File: config.mk
export PLATFORM = sky130hd
export DESIGN_NAME = imm_extend_pipe_flat
export DESIGN_NICKNAME = d
export VERILOG_FILES = /design/src/rtl/imm_extend_pipe_if.sv /design/src/rtl/imm_extend_pipe.sv /design/src/flat_wrapper.sv
export SDC_FILE = /design/constraint.sdc
export NUM_CORES = 1
export LEC_CHECK = 0
export ABC_AREA = 1
export CAP_MARGIN = 40
export CORE_MARGIN = 4
export CORE_UTILIZATION = 57
export DETAILED_ROUTE_END_ITERATION = 7
export PLACE_DENSITY_LB_ADDON = 0.05
export REMOVE_ABC_BUFFERS = 1
export SYNTH_ARGS = -nofsm -noshare
export SYNTH_HDL_FRONTEND = slang
export SYNTH_SLANG_ARGS = --single-unit
File: constraint.sdc
create_clock -name clk -period 4.2 [get_ports clk]
set_input_delay 1.05 -clock clk [delete_from_list [all_inputs] [get_ports clk]]
set_output_delay 1.05 -clock clk [all_outputs]
set_load 0.02 [all_outputs]
File: src/rtl/imm_extend_pipe_if.sv
// Handshake bundle for imm_extend_pipe: instruction in, decoded immediate out.
// master = upstream/downstream environment, slave = the extender stage.
interface imm_extend_pipe_if #(
    parameter int unsigned XLEN = 32
);
    logic            in_valid;
    logic            in_ready;
    logic [31:0]     in_instr;
    logic            out_valid;
    logic            out_ready;
    logic [XLEN-1:0] out_imm;
    logic [2:0]      out_fmt;
    logic            out_illegal;

    modport master (
        output in_valid, in_instr, out_ready,
        input  in_ready, out_valid, out_imm, out_fmt, out_illegal
    );

    modport slave (
        input  in_valid, in_instr, out_ready,
        output in_ready, out_valid, out_imm, out_fmt, out_illegal
    );
endinterface

File: src/rtl/imm_extend_pipe.sv
// Registered RV32I/RV64I immediate extender: one-cycle valid/ready stage with
// an output register plus a single skid entry (strict FIFO order).
// Optional feature macro: IMM_CSR_EN (decode SYSTEM opcode as CSR/I format).
module imm_extend_pipe #(
    parameter int unsigned XLEN = 32
) (
    input logic               clk,
    input logic               rst_n,
    imm_extend_pipe_if.slave  bus
);

    typedef struct packed {
        logic [XLEN-1:0] imm;
        logic [2:0]      fmt;
        logic            illegal;
    } entry_t;

    localparam logic [2:0] FMT_NONE = 3'd0;
    localparam logic [2:0] FMT_I    = 3'd1;
    localparam logic [2:0] FMT_S    = 3'd2;
    localparam logic [2:0] FMT_B    = 3'd3;
    localparam logic [2:0] FMT_U    = 3'd4;
    localparam logic [2:0] FMT_J    = 3'd5;
`ifdef IMM_CSR_EN
    localparam logic [2:0] FMT_CSR  = 3'd6;
`endif
    localparam logic [2:0] FMT_ILL  = 3'd7;

    entry_t out_q, out_d;
    entry_t skid_q, skid_d;
    logic   out_valid_q, out_valid_d;
    logic   skid_valid_q, skid_valid_d;
    logic   in_ready_q, in_ready_d;
    entry_t dec_c;
    logic   in_fire_c;
    logic   out_free_c;
    logic [31:0] instr_c;

    assign instr_c = bus.in_instr;

`ifndef IMM_CSR_EN
    // funct3 only matters for the CSR decode
    logic unused_funct3_c;
    assign unused_funct3_c = ^instr_c[14:12];
`endif

    // Decode the opcode and build the sign-extended immediate
    always_comb begin
        dec_c = '0;
        unique case (instr_c[6:0])
            7'b0000011, 7'b0010011, 7'b1100111, 7'b0001111: begin
                dec_c.fmt = FMT_I;
                dec_c.imm = XLEN'($signed(instr_c[31:20]));
            end
            7'b0100011: begin
                dec_c.fmt = FMT_S;
                dec_c.imm = XLEN'($signed({instr_c[31:25], instr_c[11:7]}));
            end
            7'b1100011: begin
                dec_c.fmt = FMT_B;
                dec_c.imm = XLEN'($signed({instr_c[31], instr_c[7], instr_c[30:25],
                                           instr_c[11:8], 1'b0}));
            end
            7'b0110111, 7'b0010111: begin
                dec_c.fmt = FMT_U;
                dec_c.imm = XLEN'($signed({instr_c[31:12], 12'b0}));
            end
            7'b1101111: begin
                dec_c.fmt = FMT_J;
                dec_c.imm = XLEN'($signed({instr_c[31], instr_c[19:12], instr_c[20],
                                           instr_c[30:21], 1'b0}));
            end
            7'b0110011: begin
                dec_c.fmt = FMT_NONE;
            end
`ifdef IMM_CSR_EN
            7'b1110011: begin
                if (instr_c[14]) begin
                    dec_c.fmt = FMT_CSR;
                    dec_c.imm = XLEN'(instr_c[19:15]);
                end else begin
                    dec_c.fmt = FMT_I;
                    dec_c.imm = XLEN'($signed(instr_c[31:20]));
                end
            end
`endif
            default: begin
                dec_c.fmt     = FMT_ILL;
                dec_c.illegal = 1'b1;
            end
        endcase
    end

    // Output/skid steering: skid always drains first, new data bypasses to
    // the output register whenever it is empty or draining this cycle
    always_comb begin
        out_d        = out_q;
        out_valid_d  = out_valid_q;
        skid_d       = skid_q;
        skid_valid_d = skid_valid_q;
        in_fire_c    = bus.in_valid && in_ready_q;
        out_free_c   = !out_valid_q || bus.out_ready;

        if (skid_valid_q) begin
            if (bus.out_ready) begin
                out_d        = skid_q;
                out_valid_d  = 1'b1;
                skid_valid_d = 1'b0;
            end
        end else if (in_fire_c) begin
            if (out_free_c) begin
                out_d       = dec_c;
                out_valid_d = 1'b1;
            end else begin
                skid_d       = dec_c;
                skid_valid_d = 1'b1;
            end
        end else if (bus.out_ready) begin
            out_valid_d = 1'b0;
        end

        in_ready_d = !skid_valid_d;
    end

    // State registers; reset discards both entries at once
    always_ff @(posedge clk or negedge rst_n) begin
        if (!rst_n) begin
            out_q        <= '0;
            skid_q       <= '0;
            out_valid_q  <= 1'b0;
            skid_valid_q <= 1'b0;
            in_ready_q   <= 1'b1;
        end else begin
            out_q        <= out_d;
            skid_q       <= skid_d;
            out_valid_q  <= out_valid_d;
            skid_valid_q <= skid_valid_d;
            in_ready_q   <= in_ready_d;
        end
    end

    assign bus.in_ready    = in_ready_q;
    assign bus.out_valid   = out_valid_q;
    assign bus.out_imm     = out_q.imm;
    assign bus.out_fmt     = out_q.fmt;
    assign bus.out_illegal = out_q.illegal;

endmodule

File: src/flat_wrapper.sv
// flat-port wrapper written by rule: the top's interface ports become plain ports
module imm_extend_pipe_flat 
#(
    parameter int unsigned XLEN = 32
)
  (clk, rst_n, bus_in_valid, bus_in_instr, bus_out_ready, bus_in_ready, bus_out_valid, bus_out_imm, bus_out_fmt, bus_out_illegal);
  imm_extend_pipe_if #(.XLEN(XLEN)) bus_i ();
  input logic clk;
  input logic rst_n;
  input wire logic [$bits(bus_i.in_valid)-1:0] bus_in_valid;
  input wire logic [$bits(bus_i.in_instr)-1:0] bus_in_instr;
  input wire logic [$bits(bus_i.out_ready)-1:0] bus_out_ready;
  output wire logic [$bits(bus_i.in_ready)-1:0] bus_in_ready;
  output wire logic [$bits(bus_i.out_valid)-1:0] bus_out_valid;
  output wire logic [$bits(bus_i.out_imm)-1:0] bus_out_imm;
  output wire logic [$bits(bus_i.out_fmt)-1:0] bus_out_fmt;
  output wire logic [$bits(bus_i.out_illegal)-1:0] bus_out_illegal;
  assign bus_i.in_valid = bus_in_valid;
  assign bus_i.in_instr = bus_in_instr;
  assign bus_i.out_ready = bus_out_ready;
  assign bus_in_ready = bus_i.in_ready;
  assign bus_out_valid = bus_i.out_valid;
  assign bus_out_imm = bus_i.out_imm;
  assign bus_out_fmt = bus_i.out_fmt;
  assign bus_out_illegal = bus_i.out_illegal;
  imm_extend_pipe #(.XLEN(XLEN)) u_core (.clk(clk), .rst_n(rst_n), .bus(bus_i));
endmodule
# Word-level counts from Yosys, hierarchy flattened
# Index checks and enable logic that the tools add are counted.
[totals]
in_bits = 36
out_inout_bits = 38
elab_cells = 52
register_bits = 75
[classes]
n_mux = 16
n_reduce_logical = 13
n_bitwise = 2
eq_ne = 12
[ops]
columns = ["op", "count"]
rows = [
  ["$pmux 32 s5", 1],
  ["$mux 36", 4],
  ["$eq 7x6->1 const B", 3],
  ["$eq 7x7->1 const B", 3],
  ["$pmux 3 s6", 1],
  ["$eq 7x5->1 const B", 2],
  ["$mux 1", 10],
  ["$reduce_or 10->1", 1],
  ["$reduce_and 3->1", 3],
  ["$eq 7x2->1 const B", 1],
  ["$eq 7x4->1 const B", 1],
  ["$reduce_bool 2->1", 3],
  ["$reduce_or 4->1", 1],
  ["$ne 3x2->1 const B", 1],
  ["$logic_not 1->1", 2],
  ["$ne 2x2->1 const B", 1],
  ["$not 1->1", 2],
  ["$reduce_or 2->1", 1],
  ["$logic_and 1x1->1", 1],
  ["$logic_or 1x1->1", 1],
]

# Logic depth before layout (Yosys ltp)
[logic_depth]
depth_word = 6
mapped_depth = 12
ltp_nobuf = 11

# Least setup slack after synthesis
# OpenSTA, ideal clock, no wires.
[synth_timing]
kind = "input to register"
from = "input port bus_in_instr[1]"
to = "register u_core.skid_q[22] (netlist name)"
arrival_time_ps = 2066
cell_stages = 9
setup_time_ps = 83
path_slack_ps = 2051
path_buffers = 1
cell_sequence = "nand2_1 nor2_2 nand2_1 nor2_2 inv_1 buf_2 nand3_1 nand2_1 o21ai_0"
[synth_via]
elab_chain_len = 3
word_cells_on_any_way = 12
classes_between = "eq/ne (9); mux (1); reduce/logical (2)"
[synth_rtl]
columns = ["element", "line_no", "rtl"]
rows = [
  ["start, declared", "flat_wrapper.sv:11", "input wire logic [$bits(bus_i.in_instr)-1:0] bus_in_instr;"],
  ["$eq 7x2->1, or another cell as far along", "imm_extend_pipe.sv:50", "unique case (instr_c[6:0])"],
  ["$reduce_or 4->1 or $reduce_or 2->1 (tied branches)", "imm_extend_pipe.sv:50", ""],
  ["$pmux 32 s5 *", "imm_extend_pipe.sv:50", ""],
  ["end signal, assigned", "imm_extend_pipe.sv:135", "skid_q <= skid_d;"],
  ["end, declared", "imm_extend_pipe.sv:30", "entry_t skid_q, skid_d;"],
]
# Every way passes the cells marked *; elsewhere a longest branch is shown, timed or not.
# A chain may end at the register's enable or synchronous reset.

# Worst setup path after layout
[layout_timing]
from = "input port bus_in_instr[4]"
to = "register u_core.out_q, in the netlist u_core.bus.out_imm[22]"
[layout_via]
elab_chain_len = 6
word_cells_on_any_way = 15
classes_between = "eq/ne (9); mux (4); reduce/logical (2)"
[layout_rtl]
columns = ["element", "line_no", "rtl"]
rows = [
  ["$eq 7x2->1, or another cell as far along", "imm_extend_pipe.sv:50", ""],
  ["$reduce_or 4->1 or $reduce_or 2->1 (tied branches)", "imm_extend_pipe.sv:50", ""],
  ["$pmux 32 s5 *", "imm_extend_pipe.sv:50", ""],
  ["$mux 36 *", "imm_extend_pipe.sv:111", "if (out_free_c) begin"],
  ["$mux 36 *", "imm_extend_pipe.sv:110", "end else if (in_fire_c) begin"],
  ["$mux 36 *", "imm_extend_pipe.sv:104", "if (skid_valid_q) begin"],
  ["end signal, assigned", "imm_extend_pipe.sv:134", "out_q <= out_d;"],
  ["end, declared", "imm_extend_pipe.sv:29", "entry_t out_q, out_d;"],
]
# Every way passes the cells marked *; elsewhere a longest branch is shown, timed or not. The select of a mux whose other input is x is not followed.

==> load_flow_metrics.sql <==
INSERT INTO impl_metrics (metric_group, metric, value, unit) VALUES
('outcome', 'run_status', 'finished clean', ''),
('worst_hold_path', 'worstHoldPathType', 'reg2reg', ''),
('global_route', 'grt_antenna_before_repair', '0', ''),
('floorplanning', 'fp-row-count', '30', ''),
('power_and_ir_drop', 'total_switching_power', '1.19', 'mW'),
('power_and_ir_drop', 'static-leakage-power', '2.59', 'nW'),
('floorplanning', 'floorplan.initialDensity', '58.9', '%'),
('sta', 'post_layout_min_period', '2.84', 'ns'),
('clock_network', 'h_tree_lvls', '3', ''),
('sta', 'layout_worst_path_cycle_share', '67.7', '%'),
('routing', 'via_count', '3941', ''),
('yosys', 'synth.yosys.seq_area_share', '47.0', '%'),
('worst_setup_path', 'setup.worst_path.end_class', 'flip-flop', ''),
('worst_setup_path', 'worstSetupStartpointType', 'primary input', ''),
('worst_setup_path', 'slowest_delay', '0.51', 'ns'),
('floorplanning', 'chipWidth', '91.8', 'um'),
('yosys', 'synth_simple_gate_area_share', '37.5', '%'),
('sta', 'tightest_slew', '0.672', 'ns'),
('clock_network', 'tritoncts.num_buffers', '9', ''),
('yosys', 'synth_warnings', '0', ''),
('clock_network', 'post_cts_buffers', '0', ''),
('worst_setup_path', 'criticalPathCategory', 'in2reg', ''),
('run', 'drv.max_cap_violation_count', '0', ''),
('worst_setup_path', 'crit_family', 'simple AND/OR/NAND/NOR gates', ''),
('yosys', 'synth-xor-area-share', '0', '%'),
('final_layout', 'final_layout_size_suffix_gt1_share', '5.65', '%'),
('global_route', 'grt_pass1_vias', '3685', ''),
('sta', 'setup_viol', '0', ''),
('floorplanning', 'io_pins', '74', ''),
('yosys', 'ys_ff_latch', '75', ''),
('yosys', 'ys.flop_type', 'sky130_fd_sc_hd__dfrtp_1', ''),
('clock_network', 'cts.clk_slew.worst_paths', '0.09', 'ns'),
('sta', 'rsz0062_at_grt', 'false', ''),
('worst_setup_path', 'crit_path_cell_trace', 'clkdlybuf4s50_1, inv_2, nand2_1, nor2_4, nand2_1, inv_1, nand2_1, nand2_1, nor2_1, nand3_1, nand2_1, nand2_1', ''),
('global_route', 'grt_first_pass_wirelength', '17300', 'um'),
('power_and_ir_drop', 'max_ir_drop_vdd', '0.000586', 'V'),
('clock_network', 'latest_clock_arrival_within_the_worst_skew_pair', '0.35', 'ns'),
('sta', 'final_hold_violation_count', '0', ''),
('worst_setup_path', 'critical_path_peak_fanout', '11', ''),
('sta', 'totalNegativeSetupSlack', '0', 'ns'),
('placement', 'gp_routability_congestion', '0.814', ''),
('yosys', 'postSynth.asyncResetShare', '100', '%'),
('worst_setup_path', 'cp.arrival', '3.10', 'ns'),
('final_layout', 'layout-area-overhead-vs-synth', '25.3', '%'),
('power_and_ir_drop', 'power.share.combinational', '40.9', '%'),
('routing', 'post_route_ant_nets', '0', ''),
('clock_network', 'clk_tree_root_cell', 'sky130_fd_sc_hd__clkbuf_8', ''),
('yosys', 'synthesis.area_per_instance', '6.98', 'sq um'),
('final_layout', 'layout.core_utilization', '73.8', '%'),
('routing', 'post-route-drc-count', '0', ''),
('global_route', 'globalRouteOverflowTotal', '0', ''),
('floorplanning', 'floorplan.die_area', '8420', 'sq um'),
('placement', 'buffer_ports.inserted', '73', ''),
('yosys', 'post_synth_mux_area_share', '0', '%'),
('yosys', 'largest_family_of_logic_cells_by_synthesized_area', 'simple AND/OR/NAND/NOR gates', ''),
('clock_network', 'clock_sinks', '75', ''),
('worst_setup_path', 'timing.critical_path.required', '4.45', 'ns'),
('clock_network', 'tritoncts', 'done', ''),
('sta', 'slew_viol_final', '0', ''),
('yosys', 'synth.distinct_cells', '22', ''),
('placement', 'dp_hpwl', '6510', 'um'),
('clock_network', 'cts-resized-gates', '0', ''),
('clock_network', 'cts-hold-fix-buffers', '0', ''),
('final_layout', 'fillers', '558', ''),
('power_and_ir_drop', 'sequentialPowerShare', '38.6', '%'),
('placement', 'preCtsSetupSlack', '0.993', 'ns'),
('final_layout', 'antenna_cells_inserted', '0', ''),
('floorplanning', 'core_region_area', '6790', 'sq um'),
('global_route', 'grtUsageTotal', '25.5', '%'),
('power_and_ir_drop', 'power.density', '629', 'nW/um^2'),
('routing', 'vias_per_cell', '5.38', '');
[sequential cells by signal, indices dropped and copies added (netlist names)]
signal	flops
u_core.skid_valid_q	1
u_core.bus.out_illegal	1
u_core.bus.out_valid	1
u_core.bus.out_fmt	3
u_core.bus.in_ready	1
u_core.bus.out_imm	32
u_core.skid_q	36
[cell usage after synthesis, types with 2 or more instances]
library cell	instances	area share [%]
sky130_fd_sc_hd__a21oi_1	11	1.4
sky130_fd_sc_hd__o21ai_0	17	2.1
sky130_fd_sc_hd__clkbuf_1	17	1.6
sky130_fd_sc_hd__nand3_1	47	5.9
sky130_fd_sc_hd__buf_6	2	0.56
sky130_fd_sc_hd__nand4_1	8	1.3
sky130_fd_sc_hd__inv_2	2	0.19
sky130_fd_sc_hd__nor2_2	2	0.31
sky130_fd_sc_hd__a31oi_1	26	4.1
sky130_fd_sc_hd__inv_1	35	3.3
sky130_fd_sc_hd__buf_2	14	1.8
sky130_fd_sc_hd__nor2_1	120	11
sky130_fd_sc_hd__dfrtp_1	74	46
sky130_fd_sc_hd__nand2_1	190	18
[worst reg2reg max path, cell delays in order, from the launching register on]
cell                      delay [ns]
sky130_fd_sc_hd__dfrtp_1        0.65
sky130_fd_sc_hd__inv_2          0.09
sky130_fd_sc_hd__nor2_1         0.13
sky130_fd_sc_hd__a211o_2        0.51
sky130_fd_sc_hd__buf_4          0.37
sky130_fd_sc_hd__nor2_1         0.07
sky130_fd_sc_hd__nand2_1        0.10
sky130_fd_sc_hd__nand2_1        0.07
[cell type report]
cell class | instances | area, sq um | area share [%]
Inverter | 37 | 139 | 2.77
Clock buffer | 10 | 138 | 2.75
Tap cell | 96 | 120 | 2.40
Clock inverter | 6 | 96.3 | 1.92
Timing Repair Buffer | 82 | 816 | 16.3
Sequential cell | 75 | 1880 | 37.5
Multi-Input combinational cell | 427 | 1830 | 36.4
[per-layer routing]
metal	up-vias	track usage [%]	routed length (um)
met1	1823	34.4	4470
met4	0	13.7	340
met5	-	0	0
li1	1933	-	-
met2	155	39.9	4730
met3	30	3.45	536
[cells by family after synthesis]
logic type	count (synthesis)
flops	75
simple gates	371
compound gates	56
buf+inv	71
[placed cells by master, fill, tap and decap left out]
master                            instances
sky130_fd_sc_hd__nand2_1                190
sky130_fd_sc_hd__nor2_1                 120
sky130_fd_sc_hd__dfrtp_1                 74
sky130_fd_sc_hd__clkdlybuf4s50_1         72
sky130_fd_sc_hd__nand3_1                 47
sky130_fd_sc_hd__inv_1                   35
sky130_fd_sc_hd__a31oi_1                 26
sky130_fd_sc_hd__o21ai_0                 17
sky130_fd_sc_hd__a21oi_1                 11
sky130_fd_sc_hd__clkbuf_8                10
sky130_fd_sc_hd__buf_4                    9
sky130_fd_sc_hd__nand4_1                  8
sky130_fd_sc_hd__inv_2                    2
sky130_fd_sc_hd__nor2_2                   2
sky130_fd_sc_hd__bufinv_16                2
sky130_fd_sc_hd__nor3_4                   1
sky130_fd_sc_hd__nor2_4                   1
sky130_fd_sc_hd__a211o_2                  1
sky130_fd_sc_hd__nand2_2                  1
sky130_fd_sc_hd__o211ai_1                 1
sky130_fd_sc_hd__nand3_2                  1
sky130_fd_sc_hd__clkinv_4                 1
sky130_fd_sc_hd__inv_6                    1
sky130_fd_sc_hd__inv_8                    1
sky130_fd_sc_hd__clkinvlp_4               1
sky130_fd_sc_hd__buf_16                   1
sky130_fd_sc_hd__dfstp_2                  1
[worst paths after layout]
kind                       cells after the start                   from  slack [ns]                endpoint
setup / recovery                              12        bus_in_instr[4]        1.36  u_core.bus.out_imm[22]
hold / removal                                 2  u_core.bus.out_imm[1]        0.48   u_core.bus.out_imm[1]
setup reg to reg                               7    u_core.skid_valid_q        2.10  u_core.bus.out_imm[31]
hold reg to reg                                2  u_core.bus.out_imm[1]        0.48   u_core.bus.out_imm[1]
max in group asynchronous                      2                  rst_n        3.01  u_core.bus.out_imm[18]
min in group asynchronous                      1                  rst_n        0.63        u_core.skid_q[7]
[power by group through the flow]
stage | combinational (mW) | sequential [mW] | clock (mW)
floorplan | 0.525 | 1.41 | 0
global placement | 1.26 | 1.21 | 0
detailed placement | 1.29 | 1.22 | 0
CTS | 1.30 | 1.21 | 0.658
global route | 1.43 | 1.25 | 0.687
finish | 1.29 | 1.22 | 0.647
[stage by stage]
stage | power (mW) | cell area (sq um) | instances | hold WS (ns)
2_1_floorplan | 1.94 | 3830 | 539 | 0.496
3_3_place_gp | 2.48 | 4750 | 716 | 0.461
3_5_place_dp | 2.51 | 4780 | 717 | 0.464
4_1_cts | 3.18 | 5010 | 733 | 0.486
5_1_grt | 3.37 | 5010 | 733 | 0.508
6_report | 3.15 | 5010 | 733 | 0.480
Power figures use the tool's default switching activity.
